<file path="src/rtl/m68k_bus_responder_pkg.sv">
// rtl/m68k_bus_responder_pkg.sv - shared constants, state encoding and select decode for the M68K bus responder
package m68k_bus_responder_pkg;

    localparam int          pcb_addr_w           = 24;
    localparam int          pcb_data_w           = 16;
    localparam int          pcb_ram_wait_default = 1;
    localparam int          pcb_ram_wait_max     = 7;
    localparam logic [15:0] pcb_unmapped_data    = 16'hFFFF;

    typedef enum logic [2:0] {
        st_idle  = 3'd0,
        st_rom   = 3'd1,
        st_ram   = 3'd2,
        st_ack   = 3'd3,
        st_drain = 3'd4
    } state_t;

    typedef enum logic [3:0] {
        sel_none       = 4'd0,
        sel_rom        = 4'd1,
        sel_ram        = 4'd2,
        sel_shared     = 4'd3,
        sel_int_en     = 4'd4,
        sel_scroll_x   = 4'd5,
        sel_scroll_y   = 4'd6,
        sel_frame_done = 4'd7,
        sel_vblank     = 4'd8
    } sel_t;

    // Collapse the decoded selects into one winner: program ROM first, vblank status last.
    function automatic sel_t decode_sel(
        input logic rom,
        input logic ram,
        input logic shared,
        input logic int_en,
        input logic scroll_x,
        input logic scroll_y,
        input logic frame_done,
        input logic vblank
    );
        if (rom)             return sel_rom;
        else if (ram)        return sel_ram;
        else if (shared)     return sel_shared;
        else if (int_en)     return sel_int_en;
        else if (scroll_x)   return sel_scroll_x;
        else if (scroll_y)   return sel_scroll_y;
        else if (frame_done) return sel_frame_done;
        else if (vblank)     return sel_vblank;
        else                 return sel_none;
    endfunction

endpackage

</file>
<file path="src/rtl/m68k_bus_responder_if.sv">
// rtl/m68k_bus_responder_if.sv - M68K CPU bus signal bundle with CPU (master) and responder (slave) views
interface m68k_bus_responder_if;
    import m68k_bus_responder_pkg::*;

    logic [pcb_addr_w-1:0] cpu_a;
    logic                  cpu_as_n;
    logic                  cpu_rw;
    logic                  cpu_uds_n;
    logic                  cpu_lds_n;
    logic [pcb_data_w-1:0] cpu_dout;
    logic [pcb_data_w-1:0] cpu_din;
    logic                  cpu_dtack_n;

    modport master (
        output cpu_a,
        output cpu_as_n,
        output cpu_rw,
        output cpu_uds_n,
        output cpu_lds_n,
        output cpu_dout,
        input  cpu_din,
        input  cpu_dtack_n
    );

    modport slave (
        input  cpu_a,
        input  cpu_as_n,
        input  cpu_rw,
        input  cpu_uds_n,
        input  cpu_lds_n,
        input  cpu_dout,
        output cpu_din,
        output cpu_dtack_n
    );

endinterface

</file>
<file path="src/rtl/m68k_bus_responder.sv">
// rtl/m68k_bus_responder.sv - M68K bus cycle responder for program ROM, work/shared RAM and video registers
module m68k_bus_responder
    import m68k_bus_responder_pkg::*;
#(
    parameter int          RAM_WAIT      = pcb_ram_wait_default,
    parameter logic [15:0] UNMAPPED_DATA = pcb_unmapped_data
) (
    input  logic                  clk,
    input  logic                  reset_n,
    m68k_bus_responder_if.slave   bus,
    input  logic                  prog_rom_cs,
    input  logic                  ram_cs,
    input  logic                  shared_ram_cs,
    input  logic                  vblank_cs,
    input  logic                  int_en_cs,
    input  logic                  scroll_ofs_x_cs,
    input  logic                  scroll_ofs_y_cs,
    input  logic                  frame_done_cs,
    output logic                  rom_req,
    input  logic                  rom_ack,
    input  logic [pcb_data_w-1:0] rom_data,
    input  logic [pcb_data_w-1:0] ram_q,
    input  logic [pcb_data_w-1:0] shared_ram_q,
    input  logic                  vblank,
    output logic                  int_en,
    output logic [pcb_data_w-1:0] scroll_ofs_x,
    output logic [pcb_data_w-1:0] scroll_ofs_y,
    output logic                  frame_done
);

    state_t                state;
    state_t                state_nxt;
    sel_t                  sel;
    logic [2:0]            wait_cnt;
    logic                  ram_is_shared;
    logic [pcb_data_w-1:0] din_q;
    logic                  dtack_n;
    logic                  as_active;
    logic                  wait_done;

    assign as_active = ~bus.cpu_as_n;
    assign wait_done = (wait_cnt <= 3'd1);
    assign sel = decode_sel(prog_rom_cs, ram_cs, shared_ram_cs, int_en_cs,
                            scroll_ofs_x_cs, scroll_ofs_y_cs, frame_done_cs, vblank_cs);

    assign bus.cpu_din     = din_q;
    assign bus.cpu_dtack_n = dtack_n;

    // State register; reset drops the FSM straight back to idle so DTACK and rom_req clear without a clock.
    always_ff @(posedge clk or negedge reset_n) begin
        if (!reset_n) begin
            state <= st_idle;
        end else begin
            state <= state_nxt;
        end
    end

    // Next-state: ROM/RAM waits, abort handling when AS rises early, and the AS-release handshake in ACK.
    always_comb begin
        state_nxt = state;
        case (state)
            st_idle: begin
                if (as_active) begin
                    case (sel)
                        sel_rom:             state_nxt = st_rom;
                        sel_ram, sel_shared: state_nxt = st_ram;
                        default:             state_nxt = st_ack;
                    endcase
                end
            end
            st_rom: begin
                if (!as_active) begin
                    state_nxt = rom_ack ? st_idle : st_drain;
                end else if (rom_ack) begin
                    state_nxt = st_ack;
                end
            end
            st_ram: begin
                if (!as_active) begin
                    state_nxt = st_idle;
                end else if (wait_done) begin
                    state_nxt = st_ack;
                end
            end
            st_ack: begin
                if (!as_active) begin
                    state_nxt = st_idle;
                end
            end
            st_drain: begin
                if (rom_ack) begin
                    state_nxt = st_idle;
                end
            end
            default: state_nxt = st_idle;
        endcase
    end

    // Outputs decoded from state: DTACK releases combinationally the moment AS rises.
    always_comb begin
        dtack_n = 1'b1;
        rom_req = 1'b0;
        if (state == st_ack && as_active) begin
            dtack_n = 1'b0;
        end
        if (state == st_rom || state == st_drain) begin
            rom_req = 1'b1;
        end
    end

    // Datapath: register writes and immediate reads on the idle exit, ROM/RAM data capture, wait counting.
    always_ff @(posedge clk or negedge reset_n) begin
        if (!reset_n) begin
            din_q         <= '0;
            wait_cnt      <= '0;
            ram_is_shared <= 1'b0;
            int_en        <= 1'b0;
            scroll_ofs_x  <= '0;
            scroll_ofs_y  <= '0;
            frame_done    <= 1'b0;
        end else begin
            frame_done <= 1'b0;
            case (state)
                st_idle: begin
                    if (as_active) begin
                        if (sel == sel_ram || sel == sel_shared) begin
                            wait_cnt      <= 3'(RAM_WAIT);
                            ram_is_shared <= (sel == sel_shared);
                        end
                        if (bus.cpu_rw) begin
                            if (sel == sel_vblank) begin
                                din_q <= {15'h0, vblank};
                            end else if (sel != sel_rom && sel != sel_ram && sel != sel_shared) begin
                                din_q <= UNMAPPED_DATA;
                            end
                        end else begin
                            case (sel)
                                sel_int_en: int_en <= bus.cpu_dout[0];
                                sel_scroll_x: begin
                                    if (!bus.cpu_uds_n) scroll_ofs_x[15:8] <= bus.cpu_dout[15:8];
                                    if (!bus.cpu_lds_n) scroll_ofs_x[7:0]  <= bus.cpu_dout[7:0];
                                end
                                sel_scroll_y: begin
                                    if (!bus.cpu_uds_n) scroll_ofs_y[15:8] <= bus.cpu_dout[15:8];
                                    if (!bus.cpu_lds_n) scroll_ofs_y[7:0]  <= bus.cpu_dout[7:0];
                                end
                                sel_frame_done: frame_done <= 1'b1;
                                default: ;
                            endcase
                        end
                    end
                end
                st_rom: begin
                    if (as_active && rom_ack) begin
                        din_q <= rom_data;
                    end
                end
                st_ram: begin
                    if (!as_active) begin
                        wait_cnt <= '0;
                    end else begin
                        wait_cnt <= wait_done ? 3'd0 : wait_cnt - 3'd1;
                        if (wait_done) begin
                            din_q <= ram_is_shared ? shared_ram_q : ram_q;
                        end
                    end
                end
                default: ;
            endcase
        end
    end

endmodule

</file>
<file path="src/flat_wrapper.sv">
// flat-port wrapper written by rule: the top's interface ports become plain ports
module m68k_bus_responder_flat import m68k_bus_responder_pkg::*;
#(
    parameter int          RAM_WAIT      = pcb_ram_wait_default,
    parameter logic [15:0] UNMAPPED_DATA = pcb_unmapped_data
)
  (clk, reset_n, prog_rom_cs, ram_cs, shared_ram_cs, vblank_cs, int_en_cs, scroll_ofs_x_cs, scroll_ofs_y_cs, frame_done_cs, rom_req, rom_ack, rom_data, ram_q, shared_ram_q, vblank, int_en, scroll_ofs_x, scroll_ofs_y, frame_done, bus_cpu_a, bus_cpu_as_n, bus_cpu_rw, bus_cpu_uds_n, bus_cpu_lds_n, bus_cpu_dout, bus_cpu_din, bus_cpu_dtack_n);
  m68k_bus_responder_if bus_i ();
  input  logic clk;
  input  logic reset_n;
  input  logic prog_rom_cs;
  input  logic ram_cs;
  input  logic shared_ram_cs;
  input  logic vblank_cs;
  input  logic int_en_cs;
  input  logic scroll_ofs_x_cs;
  input  logic scroll_ofs_y_cs;
  input  logic frame_done_cs;
  output logic rom_req;
  input  logic rom_ack;
  input  logic [pcb_data_w-1:0] rom_data;
  input  logic [pcb_data_w-1:0] ram_q;
  input  logic [pcb_data_w-1:0] shared_ram_q;
  input  logic vblank;
  output logic int_en;
  output logic [pcb_data_w-1:0] scroll_ofs_x;
  output logic [pcb_data_w-1:0] scroll_ofs_y;
  output logic frame_done;
  input wire logic [$bits(bus_i.cpu_a)-1:0] bus_cpu_a;
  input wire logic [$bits(bus_i.cpu_as_n)-1:0] bus_cpu_as_n;
  input wire logic [$bits(bus_i.cpu_rw)-1:0] bus_cpu_rw;
  input wire logic [$bits(bus_i.cpu_uds_n)-1:0] bus_cpu_uds_n;
  input wire logic [$bits(bus_i.cpu_lds_n)-1:0] bus_cpu_lds_n;
  input wire logic [$bits(bus_i.cpu_dout)-1:0] bus_cpu_dout;
  output wire logic [$bits(bus_i.cpu_din)-1:0] bus_cpu_din;
  output wire logic [$bits(bus_i.cpu_dtack_n)-1:0] bus_cpu_dtack_n;
  assign bus_i.cpu_a = bus_cpu_a;
  assign bus_i.cpu_as_n = bus_cpu_as_n;
  assign bus_i.cpu_rw = bus_cpu_rw;
  assign bus_i.cpu_uds_n = bus_cpu_uds_n;
  assign bus_i.cpu_lds_n = bus_cpu_lds_n;
  assign bus_i.cpu_dout = bus_cpu_dout;
  assign bus_cpu_din = bus_i.cpu_din;
  assign bus_cpu_dtack_n = bus_i.cpu_dtack_n;
  m68k_bus_responder #(.RAM_WAIT(RAM_WAIT), .UNMAPPED_DATA(UNMAPPED_DATA)) u_core (.clk(clk), .reset_n(reset_n), .bus(bus_i), .prog_rom_cs(prog_rom_cs), .ram_cs(ram_cs), .shared_ram_cs(shared_ram_cs), .vblank_cs(vblank_cs), .int_en_cs(int_en_cs), .scroll_ofs_x_cs(scroll_ofs_x_cs), .scroll_ofs_y_cs(scroll_ofs_y_cs), .frame_done_cs(frame_done_cs), .rom_req(rom_req), .rom_ack(rom_ack), .rom_data(rom_data), .ram_q(ram_q), .shared_ram_q(shared_ram_q), .vblank(vblank), .int_en(int_en), .scroll_ofs_x(scroll_ofs_x), .scroll_ofs_y(scroll_ofs_y), .frame_done(frame_done));
endmodule
</file>
<file path="config.mk">
export PLATFORM = sky130hd
export DESIGN_NAME = m68k_bus_responder_flat
export DESIGN_NICKNAME = d
export VERILOG_FILES = /design/src/rtl/m68k_bus_responder_pkg.sv /design/src/rtl/m68k_bus_responder_if.sv /design/src/rtl/m68k_bus_responder.sv /design/src/flat_wrapper.sv
export SDC_FILE = /design/constraint.sdc
export NUM_CORES = 1
export LEC_CHECK = 0
export CORE_MARGIN = 2
export CORE_UTILIZATION = 55
export CTS_BUF_LIST = sky130_fd_sc_hd__clkbuf_4 sky130_fd_sc_hd__clkbuf_8 sky130_fd_sc_hd__clkbuf_16
export CTS_CLUSTER_DIAMETER = 30
export DETAILED_ROUTE_END_ITERATION = 16
export DONT_BUFFER_PORTS = 1
export GPL_ROUTABILITY_DRIVEN = 0
export PLACE_DENSITY = 0.73
export SYNTH_ARGS = -nofsm -noshare
export SYNTH_HDL_FRONTEND = slang
export SYNTH_SLANG_ARGS = --single-unit
</file>
<file path="constraint.sdc">
create_clock -name clk -period 1.9 [get_ports clk]
set_input_delay 0.475 -clock clk [delete_from_list [all_inputs] [get_ports clk]]
set_output_delay 0.475 -clock clk [all_outputs]
set_load 0.03 [all_outputs]
</file>
# Word-level counts from Yosys, hierarchy flattened
# Cells that the tools add are included.
# W data, S select, Z words.
[totals]
register_bits = 57
out_inout_bits = 52
word_cells = 99
[op_classes]
n_addsub = 1
order_cmp = 1
eq_ne = 26
n_mux = 38
n_bitwise = 4
reduce_logical = 19
[ops]
columns = ["cell", "count"]
rows = [
  ["$mux W16", 8],
  ["$pmux W16 S3", 1],
  ["$mux W3", 12],
  ["$mux W4", 8],
  ["$reduce_and A5 Y1", 5],
  ["$eq A4 B3 Y1 const B", 4],
  ["$pmux W3 S5", 1],
  ["$ne A2 B2 Y1 const B", 6],
  ["$eq A4 B2 Y1 const B", 2],
  ["$ne A4 B2 Y1 const B", 2],
  ["$reduce_and A7 Y1", 1],
  ["$eq A3 B2 Y1 const B", 2],
  ["$mux W1", 6],
  ["$pmux W3 S2", 1],
  ["$reduce_and A3 Y1", 2],
  ["$eq A4 B1 Y1 const B", 1],
  ["$eq A4 B4 Y1 const B", 1],
  ["$logic_and A1 B1 Y1", 4],
  ["$ne A2 B1 Y1 const B", 2],
  ["$ne A4 B1 Y1 const B", 1],
  ["$not A1 Y1", 4],
  ["$pmux W2 S2", 1],
  ["$reduce_and A4 Y1", 1],
  ["$eq A3 B1 Y1 const B", 1],
  ["11 further kinds", 12],
]

# Depth between registers and ports, before layout
# Gate-level depths: netlist of the first run.
[logic_depth]
ltp_word = 16
depth_mapped = 8
mapped_depth_nobuf = 6

# Least setup slack after synthesis of the first run
# OpenSTA, ideal clock, no wires.
[synth_path]
kind = "input to register"
from = "in shared_ram_cs"
to = "reg u_core.scroll_ofs_x[0]"
setup_time_ns = 0.125
t_arrival_ns = 1.905
required_ns = 1.775
slack_ns = -0.130
path_stages = 5
n_path_buf = 1
cell_sequence = "nor3_1 nand3_4 or4b_1 buf_6 mux2_4"
[synth_via]
elab_chain_cells = 5
[synth_rtl]
columns = ["element", "line", "text"]
rows = [
  ["start, declared", "flat_wrapper.sv:13", "input logic shared_ram_cs;"],
  ["$mux W4", "m68k_bus_responder_pkg.sv:43", "else if (shared) return sel_shared;"],
  ["$mux W4", "m68k_bus_responder_pkg.sv:42", "else if (ram) return sel_ram;"],
  ["$mux W4", "m68k_bus_responder_pkg.sv:41", "if (rom) return sel_rom;"],
  ["$eq A4 B3 Y1", "m68k_bus_responder.sv:137", "case (sel)"],
  ["$reduce_and A5 Y1 (no source line)", "--", ""],
  ["end signal, assigned", "m68k_bus_responder.sv:141", "if (!bus.cpu_lds_n) scroll_ofs_x[7:0] <= bus.cpu_dout[7:0];"],
  ["end, declared", "m68k_bus_responder.sv:26", "output logic [pcb_data_w-1:0] scroll_ofs_x,"],
]
# Every way passes these cells.
# A chain may end at the register's enable or synchronous reset.

# Final worst setup path of the first run
[layout_path]
from = "reg u_core.wait_cnt[1]"
to = "reg u_core.din_q[7] (netlist: u_core.bus.cpu_din[7])"
[layout_via]
elab_chain_cells = 3
[layout_rtl]
columns = ["element", "line", "text"]
rows = [
  ["start, declared", "m68k_bus_responder.sv:34", "logic [2:0] wait_cnt;"],
  ["start signal, assigned", "m68k_bus_responder.sv:127", "wait_cnt <= 3'(RAM_WAIT);"],
  ["start signal, assigned", "m68k_bus_responder.sv:162", "wait_cnt <= wait_done ? 3'd0 : wait_cnt - 3'd1;"],
  ["$le A3 B1 Y1", "m68k_bus_responder.sv:42", "assign wait_done = (wait_cnt <= 3'd1);"],
  ["$ne A2 B1 Y1 (no source line)", "--", ""],
  ["$reduce_and A7 Y1 (no source line)", "--", ""],
  ["end signal, assigned", "m68k_bus_responder.sv:132", "din_q <= {15'h0, vblank};"],
  ["end signal, assigned", "m68k_bus_responder.sv:155", "din_q <= rom_data;"],
  ["end signal, assigned", "m68k_bus_responder.sv:164", "din_q <= ram_is_shared ? shared_ram_q : ram_q;"],
  ["end, declared", "m68k_bus_responder.sv:36", "logic [pcb_data_w-1:0] din_q;"],
]
# Every way passes these cells.

==> results of run 1 <==
-- cell type report --
class	instances	area [µm²]	area share, %
clock buffer	10	138	3.83
timing repair buffer	33	314	8.74
multi-input combinational	137	1540	43.0
clock inverter	5	56.3	1.57
inverter	7	26.3	0.731
sequential	57	1430	39.7
tap	70	87.6	2.44
-- per-layer routing --
metal	vias up	track usage [%]	share of wire, %
met5	-	0	0
met3	16	9.53	9.3
li1	880	-	-
met4	0	13.1	2.2
met2	120	41.3	50
met1	985	28.8	39
-- synthesized netlist by cell type, types with 2 or more instances --
library cell	n	area, µm²
a21oi_1	4	20.0
a221o_1	15	150
a31oi_1	2	12.5
buf_2	3	15.0
buf_4	2	15.0
buf_6	3	33.8
clkbuf_1	4	15.0
dfrtp_1	57	1430
ha_1	2	25.0
inv_1	7	26.3
mux2_2	48	541
mux2_4	16	240
nand2b_1	3	18.8
nor2_1	6	22.5
nor2b_1	2	12.5
nor3_1	5	25.0
nor4_4	2	42.5
o21ai_0	4	20.0
o2bb2ai_1	3	26.3
or4b_1	2	20.0
-- registers in the layout, summed over array words and instances (netlist names) --
signal / cells
u_core.frame_done: 1
u_core.scroll_ofs_x: 16
u_core.scroll_ofs_y: 16
u_core.wait_cnt: 3
u_core.bus.cpu_din: 16
u_core.state: 3
u_core.int_en: 1
u_core.ram_is_shared: 1
-- power by group --
group	internal, µW	switching [µW]	total [µW]
combinational	936	672	1610
sequential	1460	613	2070
clock	630	482	1110
total	3020	1770	4790
-- metrics by stage --
| stage | setup WS [ps] | instances | hold slack (ps) | utilization (%) |
|---|---|---|---|---|
| 6_report | 8.26 | 319 | 202 | 70.4 |
| 5_1_grt | -44.3 | 319 | 184 | 70.4 |
| 4_1_cts | -35.4 | 318 | 182 | 68.7 |
| 3_5_place_dp | -121 | 295 | 181 | 61.0 |
| 3_3_place_gp | -56.3 | 295 | 181 | 61.0 |
| 2_1_floorplan | -40.2 | 214 | 179 | - |
-- final timing paths --
check | endpoint | slack [ps] | cells after the start
max reg2reg | u_core.bus.cpu_din[7] | 8 | 7
min in group asynchronous | u_core.scroll_ofs_x[13] | 670 | 2
max in group asynchronous | u_core.wait_cnt[0] | 960 | 2
min reg2reg | u_core.wait_cnt[1] | 640 | 2
min | u_core.state[2] | 200 | 1
max | u_core.bus.cpu_din[7] | 8 | 7
-- what timing repair did --
item | 4_1_cts | 5_1_grt
hold endpoints to repair | 57 | 0
resized for setup | 25 | 26
hold buffers | 2 | 0
buffers inserted | 5 | 3
setup endpoints to repair | 18 | 34
pin swaps | 1 | 2
gates cloned | 1 | 0
-- cells by family after synthesis --
| group | share of synthesized area (%) |
|---|---|
| compound gates | 11.4 |
| xor+xnor | 0.301 |
| fa+ha+maj | 0.860 |
| buf+inv | 3.74 |
| flops | 49.0 |
| mux | 27.2 |
| simple gates | 7.57 |
==> flow_summary.toml, run 1 <==
[final_layout]
nets = 351
area_growth_pct = 23.5
n_antenna_cell = 0
drive_above_1_share_pct = 53.0
layout_commonest_cell = "dfrtp_1"
layout_common_cells = "55 x dfrtp_1, 32 x mux2_2, 32 x mux2_4"
finalInstanceArea_um2 = 3590
n_fill_cell = 334

[sta]
slew_viol_final = 0
rsz0062_at_grt = "true"
fmax_mhz = 529
finalSetupViolCount = 0
tightestPinTransition_ps = 382
relSlewSlack_pct = 74.3
finalHoldViolCount = 0
layout_worst_path_cycle_share_pct = 99.6
finalCriticalPeriod_ps = 1890
finalSetupTns_ps = 0
finClkSkew_ps = 6.20

[cts]
clk_latency_ps = 340
ctsRootBufferMaster = "clkbuf_8"
cts_tree = "yes"
cts_buffers = 9
clock-sinks = 57
cts_max_level = 3
clk_pin_slew_worst_paths_ps = 60
clock_path_buffers = 2

[die]
die_w_um = 76.7
dieArea_um2 = 5890
std_cell_rows = 26
die_h_um = 76.7
io_pins = 156
start_util_pct = 57.0
coreArea_um2 = 5110

[power_and_ir_drop]
irDropWorstVdd_mv = 0.976
p_leak_uw = 0.00164
power_density_nw_per_um2 = 1330
power_uw = 4790

[global_route]
overflow = 0
antenna_found_initial = 0
grt_pass1_vias = 2223
grtUsageTotal_pct = 25.3
grt_max_degree = 58
grt_pass1_wl_um = 11500

[setup_path]
cp_top_family = "flip-flops"
startpoint = "u_core.wait_cnt[1]"
cp-start-kind = "flip-flop"
worstPathRequired_ps = 2120
crit_type = "reg -> reg"
slowest_stage = "dfrtp_1"
critPathArrivalTime_ps = 2110
cp_max_fo = 8
crit_chain = "inv_2 -> ha_4 -> o21ba_4 -> o311ai_4 -> and4b_2 -> buf_12 -> mux2_4"
r2r-start = "u_core.wait_cnt[1]"
slowest_delay_ps = 390
critPathBufInv = 2
cp-end-kind = "flip-flop"

[detailed_routing]
vias_per_cell = 6.27
avgRoutedWirePerCell_um = 22.5
routed_wl_um = 7190
post-route-drc-count = 0
vias = 2001
drtPass1Iterations = 4
drt_iter0_markers = 36
drtAntennaViolNets = 0

[min_path]
worstHoldStart = "rom_ack"
hold_path_class = "in -> reg"

[yosys]
synth_flop_cell = "dfrtp_1"
syn_area_um2 = 2910
synth_cell_types = 44
syn_avg_cell_area_um2 = 13.6
syn-num-nets = 320
synth-seq-cells = 57
ys_warn_count = 0
ys_seq_area_share_pct = 49.0
synth_edf_count = 0
async_flop_share_pct = 100
syn_inst = 214

[placed_design]
placed_area_um2 = 3120
dp_hpwl_um = 4910
port_buffers = 0

[outcome]
status = "finished, final reports clean"

[flow_run]
max-cap-violations = 0
(Power assumes the default switching activity.)
==> inputs of run 2 (changes only) <==
Settings changed: CELL_PAD_IN_SITES_DETAIL_PLACEMENT set to 0, CELL_PAD_IN_SITES_GLOBAL_PLACEMENT set to 2, CORE_UTILIZATION 55 to 34, PLACE_DENSITY 0.73 to unset, PLACE_DENSITY_LB_ADDON set to 0.1.
==> run 2 against run 1 <==
Net effect:
- global-route usage down 11 points
- combinational power down 20%
- wire length down 4.6%
- critical path type unchanged
- critical endpoint is now u_core.bus.cpu_din[13]
==> flow_summary.toml, run 2 (synthesis results as in run 1) <==
[cts]
cts_tree = "yes"
clock-sinks = 57
clk_latency_ps = 320
clk_pin_slew_worst_paths_ps = 70
cts_max_level = 3
clock_path_buffers = 2
cts_buffers = 9
ctsRootBufferMaster = "clkbuf_8"

[detailed_routing]
vias_per_cell = 5.55
post-route-drc-count = 0
drtPass1Iterations = 4
drtAntennaViolNets = 0
routed_wl_um = 6850
avgRoutedWirePerCell_um = 20.0
drt_iter0_markers = 85
vias = 1904

[sta]
finalSetupTns_ps = 0
slew_viol_final = 0
finClkSkew_ps = 6.05
layout_worst_path_cycle_share_pct = 98.8
finalSetupViolCount = 0
rsz0062_at_grt = "true"
relSlewSlack_pct = 57.1
fmax_mhz = 532
finalCriticalPeriod_ps = 1880
tightestPinTransition_ps = 642
finalHoldViolCount = 0

[power_and_ir_drop]
clkPwrFrac_pct = 27.9
p_leak_uw = 0.00153
combPwrFrac_pct = 27.9
power.switching_uw = 1640
power.internal_uw = 2990
irDropWorstVdd_mv = 0.543
power_density_nw_per_um2 = 1340
share_seq_of_total_power_pct = 44.2
swShare_pct = 35.5

[global_route]
grt_pass1_wl_um = 9920
grtUsageTotal_pct = 14.2
grt_pass1_vias = 1910
grt_max_degree = 58
overflow = 0
antenna_found_initial = 0

[die]
start_util_pct = 35.2
die_w_um = 96.5
std_cell_rows = 33
dieArea_um2 = 9320
die_h_um = 96.5
coreArea_um2 = 8260
io_pins = 156

[setup_path]
cp_max_fo = 16
slowest_stage = "dfrtp_1"
rr_worst_depth = 7
cp-start-kind = "flip-flop"
crit_chain = "inv_1 -> ha_1 -> o21ba_2 -> o311ai_1 -> and4b_2 -> buf_12 -> mux2_2"
r2r_setup_slack_ps = 20
worstPathRequired_ps = 2110
slowest_delay_ps = 370
r2r-end = "u_core.bus.cpu_din[13]"
crit_type = "reg -> reg"
cp-end-kind = "flip-flop"
r2r-start = "u_core.wait_cnt[1]"
critPathArrivalTime_ps = 2090

[final_layout]
layout_common_cells = "57 x dfrtp_1, 47 x mux2_2, 17 x mux2_4"
nets = 339
finalNonFillerCells = 343
n_antenna_cell = 0
drive_above_1_share_pct = 48.7
layout_commonest_cell = "dfrtp_1"
area_growth_pct = 18.7

[flow_run]
max-cap-violations = 0

[placed_design]
dp.cells = 325
dp_hpwl_um = 5050
port_buffers = 0

[min_path]
hold_path_class = "in -> async"

[outcome]
status = "finished, final reports clean"
==> run 2: metrics by stage <==
step	hold WS (ps)	power (µW)	instance area [µm²]	utilization (%)	setup slack, ps
final	19.8	4630	3460	41.8	21.9
after global routing	8.43	4890	3460	41.8	-41.7
after CTS	2.81	4680	3420	41.4	5.93
after detailed placement	181	3310	3140	38.0	-112
after global placement	181	3260	3140	38.0	-97.6
after floorplan	179	2950	2930	-	-40.2
==> run 2: cell type report <==
cell class / instances / area [µm²]
Multi-Input combinational cell: 137 / 1430
Tap cell: 105 / 131
Clock buffer: 11 / 151
Timing Repair Buffer: 21 / 214
Clock inverter: 5 / 77.6
Fill cell: 773 / 4800
Sequential cell: 57 / 1430
Inverter: 7 / 26.3
==> run 2: what timing repair did <==
action | 4_1_cts | 5_1_grt
setup buffers | 0 | 1
resized for setup | 7 | 8
hold buffers | 1 | 0
pin swaps | 0 | 2
hold endpoints to repair | 57 | 0
setup endpoints to repair | 18 | 34
==> run 2: how the worst max path moves through the flow <==
| stage | slack [ps] | cells after the start | start | endpoint |
|---|---|---|---|---|
| CTS | 6 | 5 | u_core.state[0] | u_core.scroll_ofs_x[3] |
| detailed placement | -110 | 5 | shared_ram_cs | u_core.scroll_ofs_x[3] |
| global route | -40 | 7 | u_core.wait_cnt[1] | u_core.bus.cpu_din[10] |
| floorplan | -40 | 5 | bus_cpu_as_n | u_core.scroll_ofs_x[0] |
| finish | 20 | 7 | u_core.wait_cnt[1] | u_core.bus.cpu_din[13] |
| global placement | -100 | 5 | shared_ram_cs | u_core.scroll_ofs_x[5] |
==> run 2: critical path, delay by kind of cell (launching register included) <==
kind            cells  cell delay, ps
flops               1             370
fa+ha+maj           1             130
compound gates      2             390
simple gates        1             300
buf+inv             2             230
mux                 1             340
==> run 2: routing by layer <==
layer | global-route usage [%] | part of all wire [%]
met4 | 5.16 | 0.74
met5 | 0 | 0
met3 | 5.35 | 9.2
met1 | 17.0 | 41
met2 | 23.1 | 49
==> run 2: power groups by stage <==
stage	Clock [µW]	Sequential [µW]	Combinational, µW
3_5_place_dp	0	2070	1240
3_3_place_gp	0	2070	1190
5_1_grt	1390	2080	1420
2_1_floorplan	0	2000	957
6_report	1290	2040	1290
4_1_cts	1340	2050	1290
